File: src/rtl/blade_scanner_if.sv
// Control and LED-output bundle of the blade scanner.
// The bench drives it through the master modport; the scanner uses the slave modport.
interface blade_scanner_if #(
  parameter int unsigned WIDTH = 6
);
  localparam int unsigned PosW = $clog2(WIDTH);

  logic             enable;
  logic [1:0]       mode;
  logic             step_req;
  logic [WIDTH-1:0] blade;
  logic [PosW-1:0]  pos;
  logic             dir;
  logic             tick;
  logic             led;

  modport master (
    output enable, mode, step_req,
    input  blade, pos, dir, tick, led
  );

  modport slave (
    input  enable, mode, step_req,
    output blade, pos, dir, tick, led
  );
endinterface

File: src/rtl/blade_scanner.sv
// Walks one lit LED across a WIDTH-bit blade, paced by a prescaler tick, and
// drives a free-running heartbeat LED.
module blade_scanner #(
  parameter int unsigned WIDTH      = 6,
  parameter int unsigned DIV_BITS   = 22,
  parameter int unsigned HB_BITS    = 24,
  parameter int unsigned ACTIVE_LOW = 1
) (
  input  logic                  clk,
  input  logic                  reset_n,
  blade_scanner_if.slave        bus
);

  localparam int unsigned PosW = $clog2(WIDTH);
  localparam logic [PosW-1:0] PosMax = PosW'(WIDTH - 1);
  localparam logic [PosW-1:0] PosMaxM1 = PosW'(WIDTH - 2);
  localparam logic [WIDTH-1:0] OneHot0 = WIDTH'(1);
  localparam logic [WIDTH-1:0] BladeRst = (ACTIVE_LOW != 0) ? ~OneHot0 : OneHot0;

  if (WIDTH < 2) begin : gen_bad_width
    $error("blade_scanner: WIDTH must be at least 2");
  end

  typedef enum logic [1:0] {
    ModeBounce = 2'b00,
    ModeRotL   = 2'b01,
    ModeRotR   = 2'b10,
    ModeFreeze = 2'b11
  } mode_e;

  logic [DIV_BITS-1:0] presc_q, presc_d;
  logic [HB_BITS-1:0]  hb_q;
  logic [PosW-1:0]     pos_q, pos_d;
  logic                dir_q, dir_d;
  logic                tick_q, tick_d;
  logic [WIDTH-1:0]    blade_q, blade_d;
  logic                adv;
  mode_e               mode;

  assign mode = mode_e'(bus.mode);

  always_comb begin
    presc_d = presc_q;
    tick_d  = 1'b0;
    if (bus.enable) begin
      presc_d = presc_q + 1'b1;
      tick_d  = (presc_q == '1);
    end
  end

  // A tick never moves the blade in freeze; only the manual step does.
  assign adv = (mode == ModeFreeze) ? bus.step_req : tick_q;

  always_comb begin
    pos_d = pos_q;
    dir_d = dir_q;
    if (adv) begin
      unique case (mode)
        ModeRotL: begin
          pos_d = (pos_q == PosMax) ? '0 : pos_q + 1'b1;
          dir_d = 1'b0;
        end
        ModeRotR: begin
          pos_d = (pos_q == '0) ? PosMax : pos_q - 1'b1;
          dir_d = 1'b1;
        end
        ModeBounce, ModeFreeze: begin
          if (!dir_q) begin
            if (pos_q == PosMax) begin
              pos_d = PosMaxM1;
              dir_d = 1'b1;
            end else begin
              pos_d = pos_q + 1'b1;
            end
          end else begin
            if (pos_q == '0) begin
              pos_d = PosW'(1);
              dir_d = 1'b0;
            end else begin
              pos_d = pos_q - 1'b1;
            end
          end
        end
        default: ;
      endcase
    end
  end

  // Decoding from pos_d keeps blade and pos registered on the same edge.
  always_comb begin
    blade_d = OneHot0 << pos_d;
    if (ACTIVE_LOW != 0) begin
      blade_d = ~blade_d;
    end
  end

  always_ff @(posedge clk or negedge reset_n) begin
    if (!reset_n) begin
      presc_q <= '0;
      hb_q    <= '0;
      pos_q   <= '0;
      dir_q   <= 1'b0;
      tick_q  <= 1'b0;
      blade_q <= BladeRst;
    end else begin
      presc_q <= presc_d;
      hb_q    <= hb_q + 1'b1;
      pos_q   <= pos_d;
      dir_q   <= dir_d;
      tick_q  <= tick_d;
      blade_q <= blade_d;
    end
  end

  assign bus.blade = blade_q;
  assign bus.pos   = pos_q;
  assign bus.dir   = dir_q;
  assign bus.tick  = tick_q;
  assign bus.led   = hb_q[HB_BITS-1];

endmodule
File: src/flat_wrapper.sv
// flat-port wrapper written by rule: the top's interface ports become plain ports
module blade_scanner_flat 
#(
  parameter int unsigned WIDTH      = 6,
  parameter int unsigned DIV_BITS   = 22,
  parameter int unsigned HB_BITS    = 24,
  parameter int unsigned ACTIVE_LOW = 1
)
  (clk, reset_n, bus_enable, bus_mode, bus_step_req, bus_blade, bus_pos, bus_dir, bus_tick, bus_led);
  blade_scanner_if #(.WIDTH(WIDTH)) bus_i ();
  input  logic clk;
  input  logic reset_n;
  input wire logic [$bits(bus_i.enable)-1:0] bus_enable;
  input wire logic [$bits(bus_i.mode)-1:0] bus_mode;
  input wire logic [$bits(bus_i.step_req)-1:0] bus_step_req;
  output wire logic [$bits(bus_i.blade)-1:0] bus_blade;
  output wire logic [$bits(bus_i.pos)-1:0] bus_pos;
  output wire logic [$bits(bus_i.dir)-1:0] bus_dir;
  output wire logic [$bits(bus_i.tick)-1:0] bus_tick;
  output wire logic [$bits(bus_i.led)-1:0] bus_led;
  assign bus_i.enable = bus_enable;
  assign bus_i.mode = bus_mode;
  assign bus_i.step_req = bus_step_req;
  assign bus_blade = bus_i.blade;
  assign bus_pos = bus_i.pos;
  assign bus_dir = bus_i.dir;
  assign bus_tick = bus_i.tick;
  assign bus_led = bus_i.led;
  blade_scanner #(.WIDTH(WIDTH), .DIV_BITS(DIV_BITS), .HB_BITS(HB_BITS), .ACTIVE_LOW(ACTIVE_LOW)) u_core (.clk(clk), .reset_n(reset_n), .bus(bus_i));
endmodule
File: config.mk
export PLATFORM = sky130hd
export DESIGN_NAME = blade_scanner_flat
export DESIGN_NICKNAME = d
export VERILOG_FILES = /design/src/rtl/blade_scanner_if.sv /design/src/rtl/blade_scanner.sv /design/src/flat_wrapper.sv
export SDC_FILE = /design/constraint.sdc
export NUM_CORES = 1
export LEC_CHECK = 0
export ABC_AREA = 0
export ABC_CLOCK_PERIOD_IN_PS = 2200
export CAP_MARGIN = 10
export CORE_UTILIZATION = 30
export CTS_BUF_LIST = sky130_fd_sc_hd__clkbuf_8
export DETAILED_ROUTE_END_ITERATION = 12
export GPL_TIMING_DRIVEN = 0
export HOLD_SLACK_MARGIN = 0.08
export SETUP_SLACK_MARGIN = 0.1
export SYNTH_ARGS = -nofsm -noshare
export SYNTH_HDL_FRONTEND = slang
export SYNTH_SLANG_ARGS = --single-unit
export TNS_END_PERCENT = 100
File: constraint.sdc
create_clock -name clk -period 2.2 [get_ports clk]
set_input_delay 0.55 -clock clk [delete_from_list [all_inputs] [get_ports clk]]
set_output_delay 0.55 -clock clk [all_outputs]
set_load 0.02 [all_outputs]
==> results of run 1 <==
-- area by class of cell --
type | instances | area, um2 | area share (%)
Sequential cell | 57 | 1433 | 45.44
Clock buffer | 10 | 137.6 | 4.365
Multi-Input combinational cell | 155 | 1146 | 36.35
Clock inverter | 6 | 51.30 | 1.627
Tap cell | 105 | 131.4 | 4.167
Buffer | 4 | 18.77 | 0.5952
Timing Repair Buffer | 20 | 201.4 | 6.389
Inverter | 9 | 33.78 | 1.071
-- path summary, 6_finish.rpt --
kind                                        start                  end  depth (start not counted)
worst max register to register  u_core.bus.pos[0]  u_core.bus.blade[4]                          8
worst min register to register    u_core.hb_q[14]      u_core.hb_q[14]                          1
min in group clk                  u_core.hb_q[14]      u_core.hb_q[14]                          1
worst max-delay path            u_core.bus.pos[1]           bus_pos[1]                          1
max in group asynchronous                 reset_n   u_core.presc_q[11]                          2
worst min-delay path                      reset_n      u_core.hb_q[20]                          1
-- logic make-up (layout without fill, tap and decap cells) --
group                      Yosys count  after routing  share of synthesized area, %
AOI/OAI and AO/OA                   14             14                         4.121
xor gates and xnor gates            43             43                         14.59
adders and majority gates            7              7                         3.393
buffers and inverters               14             49                         2.132
DFF                                 57             57                         55.50
muxes                                2              2                        0.9693
and+or+nand+nor                     89             89                         19.29
-- timing repair --
item	CTS	global route
cloned	0	0
resized for setup	8	5
setup endpoints to repair	8	6
setup buffers	2	0
pin swaps	3	1
-- metrics by stage --
step	hold WS [ns]	instance area (um2)	setup slack (ns)	TNS (ns)
CTS	0.2320	3143	0.1170	0
global route	0.2575	3153	0.1013	0
finish	0.2225	3153	0.1880	0
global placement	0.4530	2883	-1.205	-68.33
detailed placement	0.4549	2898	-0.4154	-3.239
floorplan	0.2544	2581	0.2798	0
-- synthesized netlist by cell type (all sizes together), types with 4 or more instances --
cell,instances
dfrtp,52
and3,11
nand3,18
clkbuf,4
dfstp,5
nand4,8
nor3,6
xnor2,34
ha,7
nor2,6
nand2,21
and4,5
xor2,9
inv,9
-- sequential cells by signal, indices dropped and copies added, names as in the netlist --
register          cells
u_core.bus.dir        1
u_core.bus.blade      6
u_core.bus.tick       1
u_core.hb_q          24
u_core.presc_q       22
u_core.bus.pos        3
-- per-layer routing --
layer	vias to the layer above	track usage (%)	wire (um)	part of all wire (%)
met4	0	4.924	61	1.5
li1	833	-	-	-
met3	8	5.314	179	4.4
met1	793	13.59	1985	49
met5	-	0	0	0
met2	22	16.13	1834	45
-- power groups by stage --
stage | sequential, mW | clock, mW | combinational, mW
after floorplan | 1.38 | 0 | 0.328
after global placement | 1.31 | 0 | 0.614
after detailed placement | 1.31 | 0 | 0.627
after CTS | 1.30 | 0.965 | 0.658
after global routing | 1.32 | 1.01 | 0.733
final | 1.30 | 0.930 | 0.660
==> metrics.md, run 1 <==
| Metric | Value |
|---|---|
| Family with the most delay on the worst path | buffers and inverters |
| Share of layout cells above drive strength 1 | 16.86% |
| Initial antenna violation count | 0 |
| CTS Root Cell | clkbuf_8 |
| Reg2Reg Setup Slack | 0.24 ns |
| Vias in the first global route | around 1,600 |
| Global-route wire length before repair | 7465 um |
| Seq/Total Area, Yosys | 55.50% |
| Grt ovf | 0 |
| CP required | 1.65 ns |
| Ys Warns | 0 |
| Final Util | about two fifths |
| Post-synth top flop | dfrtp_1 |
| Fin crit period | 2.012 ns |
| # H-tree levels | 3 |
| Total Routing Usage GR | 10.99% |
| Effective utilization at floorplan | 31.26% |
| Largest net degree at the start of global routing | 32 |
| Critical-path top delay cell | clkdlybuf4s50_1 |
| CP endpoint kind | primary output |
| Die width | 94.76 um |
| Post-route insts no fill | 366 |
| Clock-pin slew on the worst setup and hold paths | about 0.06 ns |
| Cell row count | 33 |
| Hold Fails Final Rpt | 0 |
| CTS tree | built |
| Yosys cell types | 41 |
| Setup CP Type | reg2out |
| Max Buffers Root-to-Sink | 2 |
| Ant diodes | 0 |
| Clock skew | a little over 0.007 ns |
| Die Y | 94.76 um |
| CORE AREA | 8258 um2 |
| Flop pwr share | 44.9% |
| Number of max-cap violations | 0 |
| Clock power frac | 32.2% |
| Post-synth top area share | 50.41% |
| Power per Cell Area | 915.5 nW/um2 |
| Final setup viols | 0 |
| Hpwl dp | 2774 um |
| Fill cell count | approximately 820 |
| DR DRC count | 0 |
| Post-synth ARST share | 100.0% |
| Power share of the combinational group | between 20% and 30% |
| Tightest Hold Check Type | in2async |
| Most common cell after layout, fill and taps aside | dfrtp_1 |
| RSZ-0062 raised after global routing | false |
| CTS Buf Count | 9 |
| GPL Wtd Cong | 0.7189 |
| Detailed router's first-iteration violation count | 70 |
| Seq cells post-synth | 57 |
| Via/cell ratio | 4.525 |
| Io pins | 18 |
| Worst-path fanout max | 9 |
| Cells after DPL | 349 |
| Max incr delay on CP | 0.65 ns |
| Routed WL | 4061 um |
| Total number of vias | 1,656 |
| DR pass1 iterations | 4 |
| Crit path buf inv count | 1 |
| Clock tree sinks | 57 |
| LEAKAGE | around 1.4 nW |
| Drt wl/cell | 11.10 um |
| Most frequent cells in the layout | dfrtp_1 (52), xnor2_1 (34), nand2_1 (21) |
| Worst slew margin | 59.59% |
| Startpoint types | register |
| Fmax | between 0.4 and 0.5 GHz |
| Worst skew pair latency | around 0.34 ns |
| Syn Nets | 239 |
| Synth area leader | dfrtp_1 |
| Final Power | 2.887 mW |
| Worst VDD drop | 311.1 uV |
| Final ANT Viol Nets | 0 |
| Worst-path cell chain | clkdlybuf4s50_1 |
| Cells after Synth | 226 |
| P_int | about 2.0 mW |
| Tcrit/Tclk final | 91.46% |
| Syn avg cell area | 11.42 um2 |
| Final Max Slew Viols | 0 |
| Area growth from synthesis to layout | 22.15% |
| Critical path data arrival time | about 1.5 ns |
| Die area | 8979 um2 |
| Worst slew pin tran | 0.6061 ns |
| Ranking of synthesized cells by area | dfrtp_1 (50%), xnor2_1 (12%), dfstp_2 (5.1%) |
| Buffers on Ports | 17 |
| Switching share of power | approximately 30% |
| Post-synth EDFFs | 0 |
| Nets | 269 |
| Switch Pwr | between 0.8 and 0.9 mW |
| Synthesized cell area | 2581 um2 |
| Status | completed |
| Cts hold-fix bufs | 0 |
(Power assumes the default switching activity.)
==> run 2: changes to the inputs <==
- CORE_UTILIZATION: 30 -> 60
- PLACE_DENSITY: default -> 0.81
==> run 2 against run 1 <==
  * Clock power increased by 12%
  * Critical path type is now in2reg
  * Sequential cell count unchanged
  * Combinational power increased by 0.9%
  * Count of clock-buffer cells in the layout unchanged
==> metrics.md, run 2 (synthesis results as in run 1) <==
| Metric | Value |
|---|---|
| Largest net degree at the start of global routing | 33 |
| Tcrit/Tclk final | 91.65% |
| Switching share of power | 28.36% |
| Number of max-cap violations | 0 |
| Cts hold-fix bufs | 0 |
| Fin crit period | just over 2 ns |
| CORE AREA | 4058 um2 |
| Final worst slack | 0.1838 ns |
| Area of the multi-input gates | 1132 um2 |
| Setup CP Type | in2reg |
| Power per Cell Area | 977.5 nW/um2 |
| Ant diodes | 0 |
| Cell row count | 23 |
| LEAKAGE | 1.398 nW |
| Detailed router's first-iteration violation count | 87 |
| Global-route wire length before repair | 7314 um |
| CTS Root Cell | clkbuf_8 |
| Critical-path top delay cell | or4b_4 |
| CP endpoint kind | register |
| Share of layout cells above drive strength 1 | 15.12% |
| Register area | 1433 um2 |
| Worst skew pair latency | 0.33 ns |
| Io pins | 18 |
| Post-CTS Setup Inserts | 0 |
| Die width | 67.59 um |
| GPL Wtd Cong | 0.8104 |
| Clock skew | 0.006049 ns |
| Final Max Slew Viols | 0 |
| Switch Pwr | 0.8519 mW |
| P_int | 2.152 mW |
| Hold Fails Final Rpt | 0 |
| Max reg flops | 24 |
| Die area | ~4600 um2 |
| Clock power frac | 34.5% |
| Total Routing Usage GR | between 20% and 30% |
| Max incr delay on CP | around 0.55 ns |
| Fmax | 0.4960 GHz |
| CP required | between 2 and 2.5 ns |
| RSZ-0062 raised after global routing | false |
| Via/cell ratio | 5.503 |
| Die Y | 67.59 um |
| # H-tree levels | 3 |
| Clock-pin slew on the worst setup and hold paths | ~0.060 ns |
| Worst slew pin tran | 0.5710 ns |
| Most frequent cells in the layout | dfrtp_1 (52), xnor2_1 (34), nand2_1 (21) |
| Clock tree sinks | 57 |
| Worst VDD drop | 537.0 uV |
| Area post-placement | 2829 um2 |
| Worst-path fanout max | 9 |
| Effective utilization at floorplan | 63.61% |
| Vias in the first global route | 1,691 |
| Drt wl/cell | around 14 um |
| Worst slew margin | 61.93% |
| Final setup viols | 0 |
| Nets | 267 |
| CTS tree | built |
| Worst-path cell chain | dlygate4sd2_1 > ha_2 > mux2i_4 > or4b_4 > o221ai_4 > nor2b_2 > nand2_1 |
| DR DRC count | 0 |
| Total number of vias | 1,695 |
| Largest Register | u_core.hb_q |
| Place WS | -0.4339 ns |
| Buffers on Ports | 17 |
| Final instance area | 3073 um2 |
| CTS Buf Count | 9 |
| Hpwl dp | between 2000 and 3000 um |
| Most common cell after layout, fill and taps aside | dfrtp_1 |
| Tightest Hold Check Type | in2async |
| Flop pwr share | between 40% and 50% |
| Initial antenna violation count | 0 |
| Final ANT Viol Nets | 0 |
| Min Hold Slack | 0.2110 ns |
| Status | completed |
| Max Buffers Root-to-Sink | 2 |
| Area growth from synthesis to layout | 19.05% |
| Critical path data arrival time | roughly 2.3 ns |
| DR pass1 iterations | 4 |
| Grt ovf | 0 |
| Routed WL | roughly 4300 um |
| Fill cell count | 279 |
| Power share of the combinational group | 22.2% |
| Startpoint types | primary input |
## run 2: cell count changes in the layout (fill, tap and decap cells not counted), sizes merged
cell / change
clkinv: -1
dlymetal6s2s: -1
buf: -2
dlygate4sd2: +1
inv: -1
bufinv: +1
## run 2: what timing repair did
item                                    in CTS  in global routing
cloned                                       0                  0
endpoints found under the setup margin       8                  4
pin swaps                                    2                  0
resized for setup                            7                  2
## run 2: power by group through the flow
| stage | combinational (mW) | clock [mW] | sequential (mW) |
|---|---|---|---|
| final | 0.666 | 1.04 | 1.30 |
| after global routing | 0.734 | 1.11 | 1.32 |
| after CTS | 0.667 | 1.06 | 1.30 |
| after detailed placement | 0.640 | 0 | 1.32 |
| after global placement | 0.608 | 0 | 1.31 |
| after floorplan | 0.328 | 0 | 1.38 |
## run 2: path summary, 6_finish.rpt
path                       cells past startpoint  slack [ns]             endpoint               from
max in group asynchronous                      2        1.36  u_core.bus.blade[3]            reset_n
setup reg to reg                               9        0.26  u_core.bus.blade[3]  u_core.bus.pos[0]
hold reg to reg                                1        0.47      u_core.hb_q[14]    u_core.hb_q[14]
setup / recovery                               7        0.18  u_core.bus.blade[3]        bus_mode[1]
hold / removal                                 1        0.21      u_core.hb_q[12]            reset_n
min in group clk                               1        0.47      u_core.hb_q[14]    u_core.hb_q[14]
## run 2: layout make-up
class                      count  share of cell area, %
inverter                       9                  1.099
clock inverter                 5                  2.362
multi-input combinational    155                  36.85
clock buffer                  10                  4.479
buffer                         4                 0.6107
tap                           50                  2.036
sequential                    57                  46.62
timing repair buffer          18                  5.945
## run 2: per-stage QoR
stage / total power [mW] / std cells / TNS (ns) / util [%]
finish: 3.004 / 308 / 0 / 75.73
global route: 3.166 / 308 / 0 / 75.73
global placement: 1.918 / 293 / -62.12 / 69.35
detailed placement: 1.957 / 294 / -3.601 / 69.72
CTS: 3.031 / 308 / 0 / 75.70
floorplan: 1.707 / 226 / 0 / -
## run 2: worst max-delay path: cells and delay by family
family                     cells  cell delay [ns]
muxes                          1             0.24
AOI/OAI and AO/OA              1             0.26
and+or+nand+nor                3             0.71
adders and majority gates      1             0.22
buffers and inverters          1             0.30
## run 2: layer usage
metal	vias to the layer above	global-route usage, %	share of wire, %
met5	-	0	0
met3	8	8.446	3.3
li1	834	-	-
met4	0	13.56	2.4
met2	33	34.03	48
met1	820	27.75	46
==> run 3: changes to the inputs <==
- SLEW_MARGIN: default -> 25
==> run 3 against run 2 <==
  * Sequential share of layout area decreased by 0.51 points
  * Critical path type unchanged
  * Setup slack improved by 0.0029 ns
  * Total power increased by 2.7%
  * Sequential power about the same
  * Clock power increased by 5%
==> metrics.md, run 3 (synthesis results as in run 1) <==
| Metric | Value |
|---|---|
| Total number of vias | 1,719 |
| Place WS | -0.4316 ns |
| Clock tree sinks | 57 |
| Die Y | 67.59 um |
| Fmax | 0.4967 GHz |
| Area growth from synthesis to layout | 20.36% |
| CTS Root Cell | clkbuf_8 |
| Post-route insts no fill | 311 |
| Global-route wire length before repair | 7389 um |
| Critical path data arrival time | 2.28 ns |
| Fill cell count | 267 |
| Cell row count | 23 |
| Register area | 1433 um2 |
| Max incr delay on CP | approximately 0.55 ns |
| Final Max Slew Viols | 0 |
| Switching share of power | 28.62% |
| Number of max-cap violations | 0 |
| CP required | ~2.5 ns |
| Share of layout cells above drive strength 1 | between 10% and 20% |
| Clock power frac | between 30% and 40% |
| Area post-placement | about 2800 um2 |
| Routed WL | roughly 4400 um |
| Worst slew pin tran | a little under 0.4 ns |
| Family with the most delay on the worst path | simple AND/OR/NAND/NOR gates |
| Area of the multi-input gates | ~1100 um2 |
| Min Hold Slack | 0.4666 ns |
| Clock skew | between 0.009 and 0.01 ns |
| Hpwl dp | 2886 um |
| Final Power | 3.086 mW |
| GPL Wtd Cong | 0.8104 |
| Final ANT Viol Nets | 0 |
| CTS Buf Count | 9 |
| Initial antenna violation count | 0 |
| Worst slew margin | 73.79% |
| Worst-path cell chain | dlygate4sd2_1 > ha_2 > mux2i_4 > or4b_4 > o221ai_4 > nor2_2 > nand2_1 |
| Worst VDD drop | between 600 and 700 uV |
| Total Routing Usage GR | 23.02% |
| Nets | ~270 |
| Most frequent cells in the layout | dfrtp_1 (52), xnor2_1 (34), nand2_1 (21) |
| Via/cell ratio | 5.527 |
| RSZ-0062 raised after global routing | false |
| Startpoint types | primary input |
| CORE AREA | 4058 um2 |
| Largest net degree at the start of global routing | 54 |
| Drt wl/cell | ~14 um |
| # H-tree levels | 3 |
| Worst-path fanout max | 9 |
| Worst skew pair latency | 0.34 ns |
| Die width | roughly 68 um |
| Final Util | 76.56% |
| Setup_tns | 0 ns |
| Vias in the first global route | 1,660 |
| Max reg flops | 24 |
| Buffers on Ports | 17 |
| P_int | 2.203 mW |
| Switch Pwr | 0.8833 mW |
| LEAKAGE | 1.420 nW |
| Final instance area | 3107 um2 |
| Final worst slack | roughly 0.19 ns |
| Clock-pin slew on the worst setup and hold paths | 0.06 ns |
| Detailed router's first-iteration violation count | 106 |
| Ant diodes | 0 |
| Grt ovf | 0 |
| Crit path buf inv count | 1 |
| CTS tree | built |
| Status | completed |
| Die area | 4568 um2 |
| Io pins | 18 |
| Effective utilization at floorplan | a little under two thirds |
| Final setup viols | 0 |
| Power per Cell Area | 993.3 nW/um2 |
| DR DRC count | 0 |
| Setup CP Type | in2reg |
| Critical-path top delay cell | or4b_4 |
| Hold Fails Final Rpt | 0 |
| Most common cell after layout, fill and taps aside | dfrtp_1 |
| CP endpoint kind | register |
| Cells after DPL | 294 |
| Flop pwr share | 42.3% |
| Max Buffers Root-to-Sink | 2 |
| Power share of the combinational group | 22.5% |
| Fin crit period | between 2 and 2.5 ns |
| DR pass1 iterations | 4 |
| Tcrit/Tclk final | between 90% and 100% |
| Tightest Hold Check Type | reg2reg |
| Largest Register | u_core.hb_q |
[run 3: changes by cell type in the layout (fill, tap and decap cells not counted)]
cell           before  now
dlygate4sd3_1       0    1
ha_4                1    0
ha_1                5    6
clkbuf_2            2    1
buf_16              0    1
nor3b_2             0    1
buf_4               0    2
nor3b_1             2    1
buf_12              1    0
clkbuf_8           10   11
[run 3: worst register-to-register path, stage by stage (launching register included)]
cell and delay [ns]:
dfrtp_1 0.38, buf_2 0.18, or2_2 0.30, inv_1 0.06, ha_1 0.23, nor3b_2 0.20, a21oi_1 0.09, o221ai_4 0.31
nor2_2 0.10, nand2_1 0.09
[run 3: power by group through the flow]
stage	Sequential, mW	Combinational, mW	Clock (mW)
floorplan	1.38	0.328	0
global route	1.32	0.763	1.15
global placement	1.31	0.608	0
CTS	1.30	0.685	1.10
detailed placement	1.32	0.641	0
finish	1.30	0.695	1.09
[run 3: cell type report]
type	count	share of cell area [%]
clock buffer	11	4.873
tap	50	2.014
clock inverter	5	2.336
inverter	9	1.087
multi-input combinational	155	36.21
timing repair buffer	20	6.766
buffer	4	0.6041
sequential	57	46.11
[run 3: per-layer routing]
metal  share of wire (%)  global-route usage (%)  wire length [um]  vias up
met5                   0                       0                 0        -
met4                 1.6                   10.37                72        0
met3                 3.3                   8.615               146        6
met2                  48                   35.52              2125       30
met1                  47                   28.60              2089      846
li1                    -                       -                 -      837
[run 3: path summary, 6_finish.rpt]
path / start / slack, ns / cells after the start / end
worst min-delay path: u_core.hb_q[19] / 0.47 / 1 / u_core.hb_q[19]
max in group asynchronous: reset_n / 1.15 / 3 / u_core.bus.blade[1]
worst max-delay path: bus_mode[1] / 0.19 / 7 / u_core.bus.blade[0]
min in group asynchronous: reset_n / 0.56 / 2 / u_core.hb_q[16]
worst min register to register: u_core.hb_q[19] / 0.47 / 1 / u_core.hb_q[19]
worst max register to register: u_core.bus.pos[0] / 0.20 / 9 / u_core.bus.blade[0]
[run 3: what timing repair did]
| action | 4_1_cts | 5_1_grt |
|---|---|---|
| hold buffers | 1 | 0 |
| endpoints found under the setup margin | 8 | 6 |
| buffers inserted | 1 | 0 |
| endpoints found under the hold margin | 4 | 0 |
| gates resized for setup | 6 | 4 |
| pin swaps | 2 | 1 |
